===== config.mk =====
export PLATFORM = sky130hd
export DESIGN_NAME = fg_prog_sequencer
export DESIGN_NICKNAME = d
export VERILOG_FILES = /design/src/rtl/fg_prog_sequencer.sv
export SDC_FILE = /design/constraint.sdc
export NUM_CORES = 1
export LEC_CHECK = 0
export BUFFER_PORTS_ARGS = -buffer_cell sky130_fd_sc_hd__buf_2
export CAP_MARGIN = 20
export CELL_PAD_IN_SITES_DETAIL_PLACEMENT = 0
export CELL_PAD_IN_SITES_GLOBAL_PLACEMENT = 1
export CORE_ASPECT_RATIO = 0.8
export CORE_MARGIN = 5
export CORE_UTILIZATION = 40
export CTS_BUF_LIST = sky130_fd_sc_hd__clkbuf_16
export DETAILED_ROUTE_END_ITERATION = 7
export PLACE_DENSITY_LB_ADDON = 0.1
export SYNTH_ARGS = -nofsm -noshare
export SYNTH_HDL_FRONTEND = slang
export SYNTH_SLANG_ARGS = --single-unit
export TNS_END_PERCENT = 10

===== constraint.sdc =====
create_clock -name clk -period 8.3 [get_ports clk]
set_input_delay 1.245 -clock clk [delete_from_list [all_inputs] [get_ports clk]]
set_output_delay 1.245 -clock clk [all_outputs]
set_load 0.02 [all_outputs]

===== src/rtl/fg_prog_sequencer.sv =====
// Floating-gate program sequencer: settle, then N injection pulses separated by gaps.
// Latency: command accepted on edge 0, SETUP visible from cycle 1, first pulse at cycle SETTLE_CYC+1.
// Backpressure: cmd_ready is high only in IDLE; commands offered while busy wait (no queueing).
//
// Ports:
//   clk, reset          - single clock, synchronous active-high reset
//   cmd_valid/cmd_ready - command handshake; cmd_row/col/npulse/width captured on accept
//   abort               - ends the running command (SETUP/PULSE/GAP only)
//   row_addr, col_addr  - registered decoder address, held after completion
//   dec_en, drain_sel_en, vinj_pulse - registered analog tile controls
//   busy, done, aborted, pulse_cnt   - status
module fg_prog_sequencer #(
  parameter int SETTLE_CYC = 4,
  parameter int GAP_CYC    = 8
) (
  input  logic        clk,
  input  logic        reset,
  input  logic        cmd_valid,
  output logic        cmd_ready,
  input  logic [2:0]  cmd_row,
  input  logic [3:0]  cmd_col,
  input  logic [7:0]  cmd_npulse,
  input  logic [15:0] cmd_width,
  input  logic        abort,
  output logic [2:0]  row_addr,
  output logic [3:0]  col_addr,
  output logic        dec_en,
  output logic        drain_sel_en,
  output logic        vinj_pulse,
  output logic        busy,
  output logic        done,
  output logic        aborted,
  output logic [7:0]  pulse_cnt
);

  localparam logic [2:0] S_IDLE  = 3'd0;
  localparam logic [2:0] S_SETUP = 3'd1;
  localparam logic [2:0] S_PULSE = 3'd2;
  localparam logic [2:0] S_GAP   = 3'd3;
  localparam logic [2:0] S_DONE  = 3'd4;

  localparam logic [15:0] SETTLE_LOAD = 16'(SETTLE_CYC - 1);
  localparam logic [15:0] GAP_LOAD    = 16'(GAP_CYC - 1);

  logic [2:0]  state, state_nxt;
  logic [15:0] timer, timer_nxt;
  logic [7:0]  npulse_q, npulse_nxt;
  logic [15:0] width_q, width_nxt;
  logic [7:0]  pcnt_nxt;
  logic [2:0]  row_nxt;
  logic [3:0]  col_nxt;
  logic        abort_flag, abort_flag_nxt;
  logic [15:0] pulse_load;
  logic        more_pulses;
  logic        active_nxt;

  // A zero width still produces a single-cycle pulse.
  assign pulse_load  = (width_q == 16'd0) ? 16'd0 : width_q - 16'd1;
  // Evaluated on the last pulse cycle: is another pulse still owed after this one?
  assign more_pulses = ({1'b0, pulse_cnt} + 9'd1) < {1'b0, npulse_q};

  always_comb begin
    state_nxt      = state;
    timer_nxt      = timer;
    npulse_nxt     = npulse_q;
    width_nxt      = width_q;
    pcnt_nxt       = pulse_cnt;
    row_nxt        = row_addr;
    col_nxt        = col_addr;
    abort_flag_nxt = abort_flag;
    case (state)
      S_IDLE: begin
        // abort is ignored here, so a simultaneous command is still taken
        if (cmd_valid) begin
          state_nxt      = S_SETUP;
          timer_nxt      = SETTLE_LOAD;
          npulse_nxt     = cmd_npulse;
          width_nxt      = cmd_width;
          row_nxt        = cmd_row;
          col_nxt        = cmd_col;
          pcnt_nxt       = 8'd0;
          abort_flag_nxt = 1'b0;
        end
      end
      S_SETUP: begin
        if (abort) begin
          state_nxt      = S_DONE;
          abort_flag_nxt = 1'b1;
        end else if (timer == 16'd0) begin
          if (npulse_q == 8'd0) begin
            state_nxt = S_DONE;
          end else begin
            state_nxt = S_PULSE;
            timer_nxt = pulse_load;
          end
        end else begin
          timer_nxt = timer - 16'd1;
        end
      end
      S_PULSE: begin
        // A pulse that has reached its final cycle counts even if abort arrives with it.
        if (timer == 16'd0) begin
          pcnt_nxt = pulse_cnt + 8'd1;
        end
        if (abort) begin
          state_nxt      = S_DONE;
          abort_flag_nxt = 1'b1;
        end else if (timer == 16'd0) begin
          if (more_pulses) begin
            state_nxt = S_GAP;
            timer_nxt = GAP_LOAD;
          end else begin
            state_nxt = S_DONE;
          end
        end else begin
          timer_nxt = timer - 16'd1;
        end
      end
      S_GAP: begin
        if (abort) begin
          state_nxt      = S_DONE;
          abort_flag_nxt = 1'b1;
        end else if (timer == 16'd0) begin
          state_nxt = S_PULSE;
          timer_nxt = pulse_load;
        end else begin
          timer_nxt = timer - 16'd1;
        end
      end
      S_DONE: begin
        state_nxt = S_IDLE;
      end
      default: begin
        state_nxt = S_IDLE;
      end
    endcase
  end

  assign active_nxt = (state_nxt == S_SETUP) || (state_nxt == S_PULSE) || (state_nxt == S_GAP);

  // Outputs are decoded from the next state and registered, so they change
  // cleanly on the edge together with the state and never glitch.
  always_ff @(posedge clk) begin
    if (reset) begin
      state        <= S_IDLE;
      timer        <= 16'd0;
      npulse_q     <= 8'd0;
      width_q      <= 16'd0;
      pulse_cnt    <= 8'd0;
      row_addr     <= 3'd0;
      col_addr     <= 4'd0;
      abort_flag   <= 1'b0;
      cmd_ready    <= 1'b1;
      busy         <= 1'b0;
      dec_en       <= 1'b0;
      drain_sel_en <= 1'b0;
      vinj_pulse   <= 1'b0;
      done         <= 1'b0;
      aborted      <= 1'b0;
    end else begin
      state        <= state_nxt;
      timer        <= timer_nxt;
      npulse_q     <= npulse_nxt;
      width_q      <= width_nxt;
      pulse_cnt    <= pcnt_nxt;
      row_addr     <= row_nxt;
      col_addr     <= col_nxt;
      abort_flag   <= abort_flag_nxt;
      cmd_ready    <= (state_nxt == S_IDLE);
      busy         <= (state_nxt != S_IDLE);
      dec_en       <= active_nxt;
      drain_sel_en <= active_nxt;
      vinj_pulse   <= (state_nxt == S_PULSE);
      done         <= (state_nxt == S_DONE);
      aborted      <= (state_nxt == S_DONE) && abort_flag_nxt;
    end
  end

endmodule


Word-level counts from Yosys, hierarchy flattened
Cells that the tools add are included.

Bits in writable memories: 0. Latch bits: 0. Memories: 0. Register bits: 65. Memory bits (read-only): 0. Output and inout bits: 22. Bits of input ports: 35. Logic and storage cells: 75.

Multiplexer cells: 27. $mul: 0. Add/sub/neg operators: 4. Reduce and logical (&&, ||, !) cells: 15. Divide/modulo/power cells: 0. Eq/ne operators: 14. Bitwise gates (word level): 0. Magnitude comparators: 1. Shifts and indexed selects: 0.

Operators with widths (number): 16-bit two-way mux (10); 16-bit case mux with 4 select lines (1); 16-bit logical NOT (2); 16-bit by 1-bit subtractor with 16-bit output (second input constant) (2); 3-bit two-way mux (9); 8-bit two-way mux (2); 8-bit case mux with 2 select lines (1); 3-bit by 2-bit equality test with 1-bit output (second input constant) (4); 3-bit case mux with 4 select lines (1); 2-bit != test (second input constant) (5); 8-bit by 1-bit adder with 9-bit output (second input constant) (1); 9-bit by 8-bit less-than comparator with 1-bit output (1); 8-bit by 1-bit adder with 8-bit output (second input constant) (1); 8-bit logical NOT (1); 7-bit AND reduction (1); 3-bit by 1-bit equality test with 1-bit output (second input constant) (2); 3-bit logical NOT (2); 3-bit != test (second input constant) (2); 4-bit nonzero test (1); 3-bit equality test (second input constant) (1); 3-bit AND reduction (1); 3-bit nonzero test (1); 3-bit OR reduction (1); 1-bit logical OR (2); 5 further kinds (6).

Logic depth before layout (Yosys ltp)
Word-level depth: 9. Gate-level depth with buffers: 13. Depth with buffers taken out: 12.

Least setup slack after synthesis
OpenSTA, ideal clock, no wires.

Path type: register to register. Start: reg pulse_cnt[0]. End: reg timer[2]. Data arrival time: 2.805 ns. Cell stages (with the launch flop): 13. Setup slack: 5.376 ns. Clock period less this slack: 2.924 ns. Setup time: 0.120 ns. Buffers on the path: 0. Required time: 8.180 ns. Cells stage by stage: dfxtp_1 ha_1 and4_1 nand2_1 xnor2_1 ha_1 a21o_1 a221oi_1 o211a_1 a21oi_2 o31ai_4 nor3_1 a211o_1.

Cells in the longest elaborated chain, start to end: 4.

RTL lines: start: declaration (RTL line 33) `output logic [7:0] pulse_cnt`; start signal: assignment (RTL line 165) `pulse_cnt <= pcnt_nxt;`; 8-bit by 1-bit adder with 9-bit output (RTL line 60) `assign more_pulses = ({1'b0, pulse_cnt} + 9'd1) < {1'b0, npulse_q};`; 9-bit by 8-bit less-than comparator with 1-bit output (RTL line 60); 3-bit != test (no line); 7-bit AND reduction (no line); end signal: assignment (RTL line 162) `timer <= timer_nxt;`; end: declaration (RTL line 46) `logic [15:0] timer, timer_nxt;`.

Every way passes these cells. A chain may end at the register's enable or synchronous reset.

Final worst setup path
Same ends and word-level chain as after synthesis.

==> flow_metrics.py <==
metrics = {
    "hold_path": {
        "min_path_type": "flip-flop to flip-flop",
    },
    "sta": {
        "hold_viol_final": 0,
        "fin_crit_ns": 3.43,
        "worst_hold_slack_ns": 0.451,
        "setup_viol_count_final": 0,
        "setup_slack_ns": 4.87,
        "final.setup.tns_ns": 0,
        "worst_pin_slew_ns": 0.823,
        "max_clock_freq_mhz": 291,
        "relSlewSlack": 0.447,
        "rsz0062_at_grt": "no",
        "drv_slew": 0,
        "fin_skew_ns": 0.00900,
        "post-route-period-util": 0.414,
    },
    "cells_and_area": {
        "fillers": 920,
        "area_growth_pct": 18.6,
        "area.sequential_sq_um": 1300,
        "antennaDiodeCount": 0,
        "drive_gt1_frac": 0.200,
        "final_cell_area_sq_um": 4280,
        "final_nets": 546,
        "multi_input_area_sq_um": 2150,
    },
    "synthesis": {
        "syn-instance-count": 451,
        "synth-edff-count": 0,
        "synth_area_leaders": "dfxtp_1 36%, nand2_1 9.3%, a21oi_1 6.7%, ha_1 3.5%, xnor2_1 3.2%",
        "synthFlopType": "dfxtp_1",
        "synth_top_area_frac": 0.360,
        "synth_largest_area_cell": "dfxtp_1",
        "syn_area_sq_um": 3610,
        "async_flop_share": 0,
        "ys_seq_area_frac": 0.360,
        "synth_warnings": 0,
        "yosysMostFrequentCell": "nand2_1",
        "ys_top_cells_by_count": "89 x nand2_1, 65 x dfxtp_1, 48 x a21oi_1, 29 x nor2_1",
        "syn_avg_cell_area_sq_um": 8.01,
        "ys_ff_latch": 65,
        "syn_nets": 496,
        "synth_cell_types": 67,
    },
    "cts": {
        "ctsHoldBuffers": 0,
        "cts_root_buf": "clkbuf_16",
        "clock_latency_ns": 0.34,
        "cts_sinks": 65,
        "numCtsBuffers": 9,
        "clk_pin_slew_ns": 0.05,
        "cts_resized": 0,
        "cts_tree": "yes",
        "h-tree-depth": 3,
        "clk_path_buf_depth": 2,
        "postCtsSetupBuffers": 0,
    },
    "grt": {
        "grt_pass1_wl_mm": 16.4,
        "grt_pass1_vias": 3181,
        "groute.usage.overall": 0.192,
        "grt_max_degree": 61,
        "overflow": 0,
        "antenna_found_initial": 0,
    },
    "routing": {
        "vias": 3359,
        "drt_iter0_drc": 240,
        "drc": 0,
        "vias_per_cell": 5.42,
        "ant_nets": 0,
        "dr.pass1.iters": 4,
        "drt_wl_total_mm": 10.1,
        "wl_per_cell_microns": 16.4,
    },
    "critical_path": {
        "cp_slowest_cell": "o31ai_4",
        "crit_path_end_kind": "flip-flop",
        "slowest_delay_ns": 0.68,
        "critPathKind": "flip-flop to flip-flop",
        "cp_max_fo": 15,
        "critPathMostFrequentCell": "ha_1",
        "start_kind": "flip-flop",
        "cp.required_ns": 8.53,
        "crit_arrival_ns": 3.66,
        "worstPathCellList": "ha_1 > and4_1 > nand2_1 > xnor2_1 > ha_1 > a21o_1 > a221oi_1 > o211a_1 > a21oi_2 > o31ai_4 > nor3_1 > a211o_1",
    },
    "floorplan": {
        "die_area_sq_um": 11000,
        "die_h_microns": 95.0,
        "start_util": 0.405,
        "core_area_sq_um": 8920,
        "pin_count": 57,
        "fp.dieW_microns": 116,
        "row_count": 31,
    },
    "place": {
        "io_buffer_count": 56,
        "gp_congestion": 0.897,
        "place_area_sq_um": 3980,
        "pre_cts_slack_ns": 4.91,
        "place_hpwl_mm": 7.26,
    },
    "power": {
        "powerDensity_nw_per_um2": 236,
        "total_leakage_power_nw": 1.71,
        "peakVddDrop_v": 0.000181,
    },
    "flow_run": {
        "maxCapViolations": 0,
    },
    "status": {
        "outcome": "finished clean",
    },
}
cell type report:
class	instances	share of cell area
multi-input cells	348	0.501
flip-flops and latches	65	0.304
repair buffers	61	0.0751
clock buffers	9	0.0526
well taps	115	0.0336
clock inverters	6	0.0196
inverters	16	0.0140
layer usage:
metal  GRT usage  share of wire
met2       0.255           0.40
met3      0.0692          0.073
met5           0              0
met1       0.280           0.51
met4      0.0686          0.018
critical path: cells and delay by family (launching register included):
family                   cells  cell delay (ns)
AO/OA/AOI/OAI                6             1.75
adder cells (fa/ha/maj)      2             0.51
AND/OR/NAND/NOR              3             0.44
flip-flops                   1             0.42
XOR/XNOR                     1             0.20
state kept, by name (all words and copies together) (netlist names), 3 cells and up:
signal / count
col_addr: 4
npulse_q: 8
pulse_cnt: 8
row_addr: 3
state: 3
timer: 16
width_q: 16
per-stage QoR:
step	instances	power (mW)	utilization
2_1_floorplan	451	0.545	-
3_3_place_gp	603	0.609	0.443
4_1_cts	620	1.02	0.480
6_report	620	1.01	0.480
3_5_place_dp	605	0.610	0.446
5_1_grt	620	1.06	0.480
kinds of logic (layout without fill, tap and decap cells):
kind of cell | after synthesis | after routing | share of synthesized area
compound gates | 118 | 118 | 0.219
xor+xnor | 19 | 19 | 0.0461
fa+ha+maj | 10 | 10 | 0.0347
simple gates | 199 | 199 | 0.288
flops | 65 | 65 | 0.360
buf+inv | 38 | 92 | 0.0464
mux | 2 | 2 | 0.00554
layout by cell type, fill, tap and decap left out, types with 3 or more instances in the layout:
master	count
nand2_1	89
dfxtp_1	65
buf_2	56
a21oi_1	48
nor2_1	29
inv_1	16
nand3_1	16
o21ai_0	14
xnor2_1	13
nor3_1	13
ha_1	10
o31ai_1	9
clkbuf_16	9
o211ai_1	7
xor2_1	6
nor4_1	6
nand3b_1	5
nor3_2	4
a21o_1	4
o21ai_1	4
o221ai_1	4
o311ai_1	4
buf_4	4
and3_1	3
nor3_4	3
a221oi_1	3
nor2_2	3
nor4_2	3
or3_1	3
nand4_1	3
final timing paths:
| kind | startpoint | endpoint | slack [ns] | cells past startpoint |
|---|---|---|---|---|
| worst max-delay path | pulse_cnt[0]$_SDFFE_PP0P_ | timer[2]$_SDFFE_PP0P_ | 4.87 | 12 |
| worst min-delay path | col_addr[1]$_SDFFE_PP0P_ | col_addr[1]$_SDFFE_PP0P_ | 0.45 | 2 |
| worst max register to register | pulse_cnt[0]$_SDFFE_PP0P_ | timer[2]$_SDFFE_PP0P_ | 4.87 | 12 |
| worst min register to register | col_addr[1]$_SDFFE_PP0P_ | col_addr[1]$_SDFFE_PP0P_ | 0.45 | 2 |
where the power goes:
part,switching (mW),leakage [nW],internal [mW]
clock,0.144,0.147,0.259
sequential,0.0244,0.531,0.334
combinational,0.161,1.04,0.0874
No activity file was read; power rests on OpenSTA's default activity.
